===== src/rtl/fetch_unit.sv =====
// ============================================================================
//  Module   : fetch_unit
//  Purpose  : Instruction fetch stage with PC, req/ack memory port and
//             valid/stall handoff to decode, including deferred redirects.
//  Revision : 1.0
// ============================================================================
`default_nettype none

module fetch_unit #(
    parameter int                    DATABUS_SIZE   = 16,
    parameter int                    ADDR_BUS_WIDTH = 16,
    parameter logic [ADDR_BUS_WIDTH-1:0] RESET_VECTOR = '0
) (
    input  logic                      clk,
    input  logic                      rst,
    output logic                      mem_req,
    output logic [ADDR_BUS_WIDTH-1:0] mem_addr,
    input  logic                      mem_ack,
    input  logic [DATABUS_SIZE-1:0]   mem_rdata,
    input  logic                      branch_taken,
    input  logic [ADDR_BUS_WIDTH-1:0] branch_target,
    input  logic                      stall,
    output logic                      instr_valid,
    output logic [DATABUS_SIZE-1:0]   instr,
    output logic [ADDR_BUS_WIDTH-1:0] instr_pc
);

    typedef enum logic [0:0] {
        S_REQ  = 1'b0,
        S_HOLD = 1'b1
    } state_t;

    state_t                    r_state, w_state_nxt;
    logic [ADDR_BUS_WIDTH-1:0] r_pc, w_pc_nxt;
    logic [ADDR_BUS_WIDTH-1:0] r_redirect_pc, w_redirect_pc_nxt;
    logic                      r_redirect_pending, w_redirect_pending_nxt;
    logic [DATABUS_SIZE-1:0]   r_instr, w_instr_nxt;
    logic [ADDR_BUS_WIDTH-1:0] r_instr_pc, w_instr_pc_nxt;

    always_ff @(posedge clk) begin
        if (rst) begin
            r_state            <= S_REQ;
            r_pc               <= RESET_VECTOR;
            r_redirect_pc      <= '0;
            r_redirect_pending <= 1'b0;
            r_instr            <= '0;
            r_instr_pc         <= '0;
        end else begin
            r_state            <= w_state_nxt;
            r_pc               <= w_pc_nxt;
            r_redirect_pc      <= w_redirect_pc_nxt;
            r_redirect_pending <= w_redirect_pending_nxt;
            r_instr            <= w_instr_nxt;
            r_instr_pc         <= w_instr_pc_nxt;
        end
    end

    always_comb begin
        w_state_nxt            = r_state;
        w_pc_nxt               = r_pc;
        w_redirect_pc_nxt      = r_redirect_pc;
        w_redirect_pending_nxt = r_redirect_pending;
        w_instr_nxt            = r_instr;
        w_instr_pc_nxt         = r_instr_pc;
        case (r_state)
            S_REQ: begin
                if (branch_taken && mem_ack) begin
                    w_pc_nxt               = branch_target;
                    w_redirect_pending_nxt = 1'b0;
                end else if (branch_taken) begin
                    // The read in flight must still complete; remember where to go.
                    w_redirect_pc_nxt      = branch_target;
                    w_redirect_pending_nxt = 1'b1;
                end else if (mem_ack && r_redirect_pending) begin
                    w_pc_nxt               = r_redirect_pc;
                    w_redirect_pending_nxt = 1'b0;
                end else if (mem_ack) begin
                    w_instr_nxt    = mem_rdata;
                    w_instr_pc_nxt = r_pc;
                    w_pc_nxt       = r_pc + 1'b1;
                    w_state_nxt    = S_HOLD;
                end
            end
            S_HOLD: begin
                if (branch_taken) begin
                    w_pc_nxt    = branch_target;
                    w_state_nxt = S_REQ;
                end else if (!stall) begin
                    w_state_nxt = S_REQ;
                end
            end
            default: w_state_nxt = S_REQ;
        endcase
    end

    assign mem_req     = (r_state == S_REQ) && !rst;
    assign mem_addr    = r_pc;
    assign instr_valid = (r_state == S_HOLD);
    assign instr       = r_instr;
    assign instr_pc    = r_instr_pc;

endmodule

`default_nettype wire

===== config.mk =====
export PLATFORM = sky130hd
export DESIGN_NAME = fetch_unit
export DESIGN_NICKNAME = d
export VERILOG_FILES = /design/src/rtl/fetch_unit.sv
export SDC_FILE = /design/constraint.sdc
export NUM_CORES = 1
export LEC_CHECK = 0
export CORE_MARGIN = 2
export CORE_UTILIZATION = 49
export CTS_BUF_LIST = sky130_fd_sc_hd__clkbuf_8
export DETAILED_ROUTE_END_ITERATION = 16
export PLACE_DENSITY = 0.78
export SYNTH_ARGS = -nofsm -noshare
export SYNTH_HDL_FRONTEND = slang
export SYNTH_SLANG_ARGS = --single-unit

===== constraint.sdc =====
create_clock -name clk -period 1.73 [get_ports clk]
set_input_delay 0.2595 -clock clk [delete_from_list [all_inputs] [get_ports clk]]
set_output_delay 0.2595 -clock clk [all_outputs]
set_load 0.02 [all_outputs]

==> metrics.md <==
| Metric | Value |
|---|---|
| GRT overflow | 0 |
| Hold Fails Final Rpt | 0 |
| CTS tree | built |
| Total negative slack | 0 ps |
| Crit path time final | 1690 ps |
| FMAX | 0.591 GHz |
| Htree depth | 3 |
| CTS buffer count | 9 |
| Distinct cells, synth | 53 |
| Largest net degree at the start of global routing | 39 |
| Ranking of synthesized cells by area | dfxtp_1 43%, nand2_1 13%, a21oi_1 11% |
| R2R cell count | 6 |
| WP data arrival | 1430 ps |
| Pre-Repair DR Iteration Count | 5 |
| Slew HR | 73.4% |
| Routed len/inst | 15.7 microns |
| Avg Synthesized Cell Area | 7.90 sq um |
| Die area | 6910 sq um |
| Critical Path Source | mem_addr[10] |
| R2r startpoint | instr_valid |
| Status | complete, no violations |
| Placed cells | 565 |
| Crit Path Max Fanout | 5 |
| Gr usage total | 26.7% |
| IO Pins | 87 |
| Fin Clk Skew | 10.8 ps |
| DP HPWL | 6550 microns |
| Grt met3 use | 6.76% |
| Final slew viol count | 0 |
| WS Path Type | register to primary output |
| Via density | 5.63 |
| Worst Hold Class | primary input to register |
| Final setup violation count | 0 |
| Row count | 28 |
| Data required, critical path | 1470 ps |
| Post-synth top area share | 43.1% |
| Share of cells above drive strength 1 | 15.2% |
| Initial antenna violation count | 0 |
| Post-Syn Area | 3070 sq um |
| Met2 Use GR | 43.3% |
| Setup repair bufs after CTS | 0 |
| CP endpoint | mem_addr[10] |
| Routed vias | 3272 |
| Global-route wire length before repair | 15000 microns |
| Inserted Diodes | 0 |
| Post-route antenna net violation count | 0 |
| Layout fillers | 475 |
| Flop-to-flop setup slack | 80 ps |
| Reg-to-reg endpoint | mem_addr[10] |
| Area Growth Syn to Fin | 45.6% |
| Commonest non-fill, non-tap cells in the layout | 107 x nand2_1, 71 x clkdlybuf4s50_1, 67 x a21oi_1 |
| Max_cap viols | 0 |
| Initial Util | 51.2% |
| VDD IR-drop max | 697 uV |
| Syn nets | 426 |
| Clock sink count | 66 |
| Sequential cell area fraction in the yosys report | 43.1% |
| Root buffer cell | clkbuf_8 |
| Clk_lat worst skew | 350 ps |
| Fin cells | 581 |
| Grt peak-use layer | met2 |
| CP Capture Type | primary output |
| Most common cell after layout, fill and taps aside | nand2_1 |
| Final #Nets | 539 |
| Routability cong. | 0.930 |
| Vias in the first global route | 3157 |
| Post-synthesis cell count | 388 |
| Port Buf Inserts | 86 |
| Die Y | 83.1 microns |
| Final period util | 97.8% |
| Leakage | 1.74 nW |
| PwrDens | 907 nW/um^2 |
| DR DRC count | 0 |
| Area leader, netlist | dfxtp_1 |
| Hold path cells | 3 |
| Synth Register Bits | 66 |
| Core area | 5990 sq um |
| Syn. warnings | 0 |
| Number of violations reported at the end of detailed-routing iteration 0 | 228 |
| RSZ-0062 raised after global routing | false |
| Die width | 83.1 microns |
| Clock Path Buffers | 2 |
| Drt total wl | 9130 microns |
| Worst-Margin Slew | 398 ps |
| Met1 Use GR | 34.1% |
| CP Launch Type | register |
| Worst-path clk slew | 70 ps |
[worst max-delay path: stages, from the launching register on]
cell and delay [ps]:
dfxtp_1 340, buf_4 140, clkdlybuf4s50_1 600
[worst min-delay path by stage]
stage | startpoint | end | slack [ps]
2_1_floorplan | branch_target[6] | r_redirect_pc[6] | 400
3_3_place_gp | r_redirect_pc[6] | r_redirect_pc[6] | 440
4_1_cts | rst | instr_valid | 330
3_5_place_dp | r_redirect_pc[7] | r_redirect_pc[7] | 450
5_1_grt | rst | instr_valid | 350
6_report | rst | instr_valid | 340
[per-layer routing]
metal | routed length (microns) | up-vias
li1 | - | 1578
met4 | 216 | 0
met1 | 3980 | 1517
met2 | 4370 | 149
met3 | 565 | 28
met5 | 0 | -
[cells in the mapped netlist (all sizes together)]
cell type	instances
o22ai	5
xnor2	4
or3	4
or2	1
nand4bb	1
o221a	1
a31oi	3
a211o	6
nor4bb	1
nor3	5
clkbuf	7
a21oi	67
o41ai	1
a211oi	3
nand2	107
o31a	1
nor4b	2
nand4	8
o2bb2ai	1
nor3b	2
and2	1
buf	22
o21a	3
a2bb2oi	3
mux2	1
xor2	2
and4	2
o21ai	10
a41o	1
mux2i	2
nand3	8
o31ai	1
o2111ai	1
nor2	14
nor4	4
dfxtp	66
a21boi	1
nor2b	2
a41oi	1
inv	6
a31o	1
nand3b	2
nand2b	3
ha	1
[cells by family (layout without fill, tap and decap cells)]
kind of cell / Yosys count / after routing / synth area share [%]
AO/OA/AOI/OAI: 110 / 110 / 21.5
AND/OR/NAND/NOR: 167 / 167 / 25.4
flip-flops: 66 / 66 / 43.1
XOR/XNOR: 6 / 6 / 1.71
adder cells (fa/ha/maj): 1 / 1 / 0.408
multiplexers: 3 / 3 / 1.55
buffers and inverters: 35 / 153 / 6.36
[timing repair]
action / in CTS / in global routing
resized for setup: 13 / 4
endpoints found under the setup margin: 12 / 4
pin swaps: 0 / 0
hold buffers: 0 / 0
cloned: 0 / 0
[registers in the layout, indices dropped and copies added, names as in the netlist]
register	flops
r_redirect_pc	16
instr_valid	1
instr	16
instr_pc	16
mem_addr	16
r_redirect_pending	1
[layout make-up]
class	instances	area, sq um	area share, %
Multi-Input combinational cell	287	1560	34.9
Timing Repair Buffer	131	1220	27.4
Sequential cell	66	1320	29.7
Inverter	6	22.5	0.504
Tap cell	75	93.8	2.10
Clock buffer	9	124	2.77
Clock inverter	7	116	2.61
[report_power, final]
group	internal [W]	switching [W]	leakage (nW)	total [W]
clock network	0.000957	0.000623	0.120	0.00158
logic	0.000388	0.000406	1.08	0.000794
registers	0.00160	0.0000738	0.540	0.00168
[stage by stage]
step | util [%] | hold slack [ps] | worst slack (ps) | cell area, sq um | total power, W
finish | 74.5 | 342 | 38.1 | 4460 | 0.00405
global route | 74.5 | 347 | 2.45 | 4460 | 0.00420
CTS | 74.3 | 330 | 12.7 | 4450 | 0.00405
detailed placement | 70.5 | 446 | -206 | 4220 | 0.00251
global placement | 70.5 | 440 | -139 | 4220 | 0.00249
floorplan | - | 395 | 36.5 | 3070 | 0.00211
(Power assumes the default switching activity.)
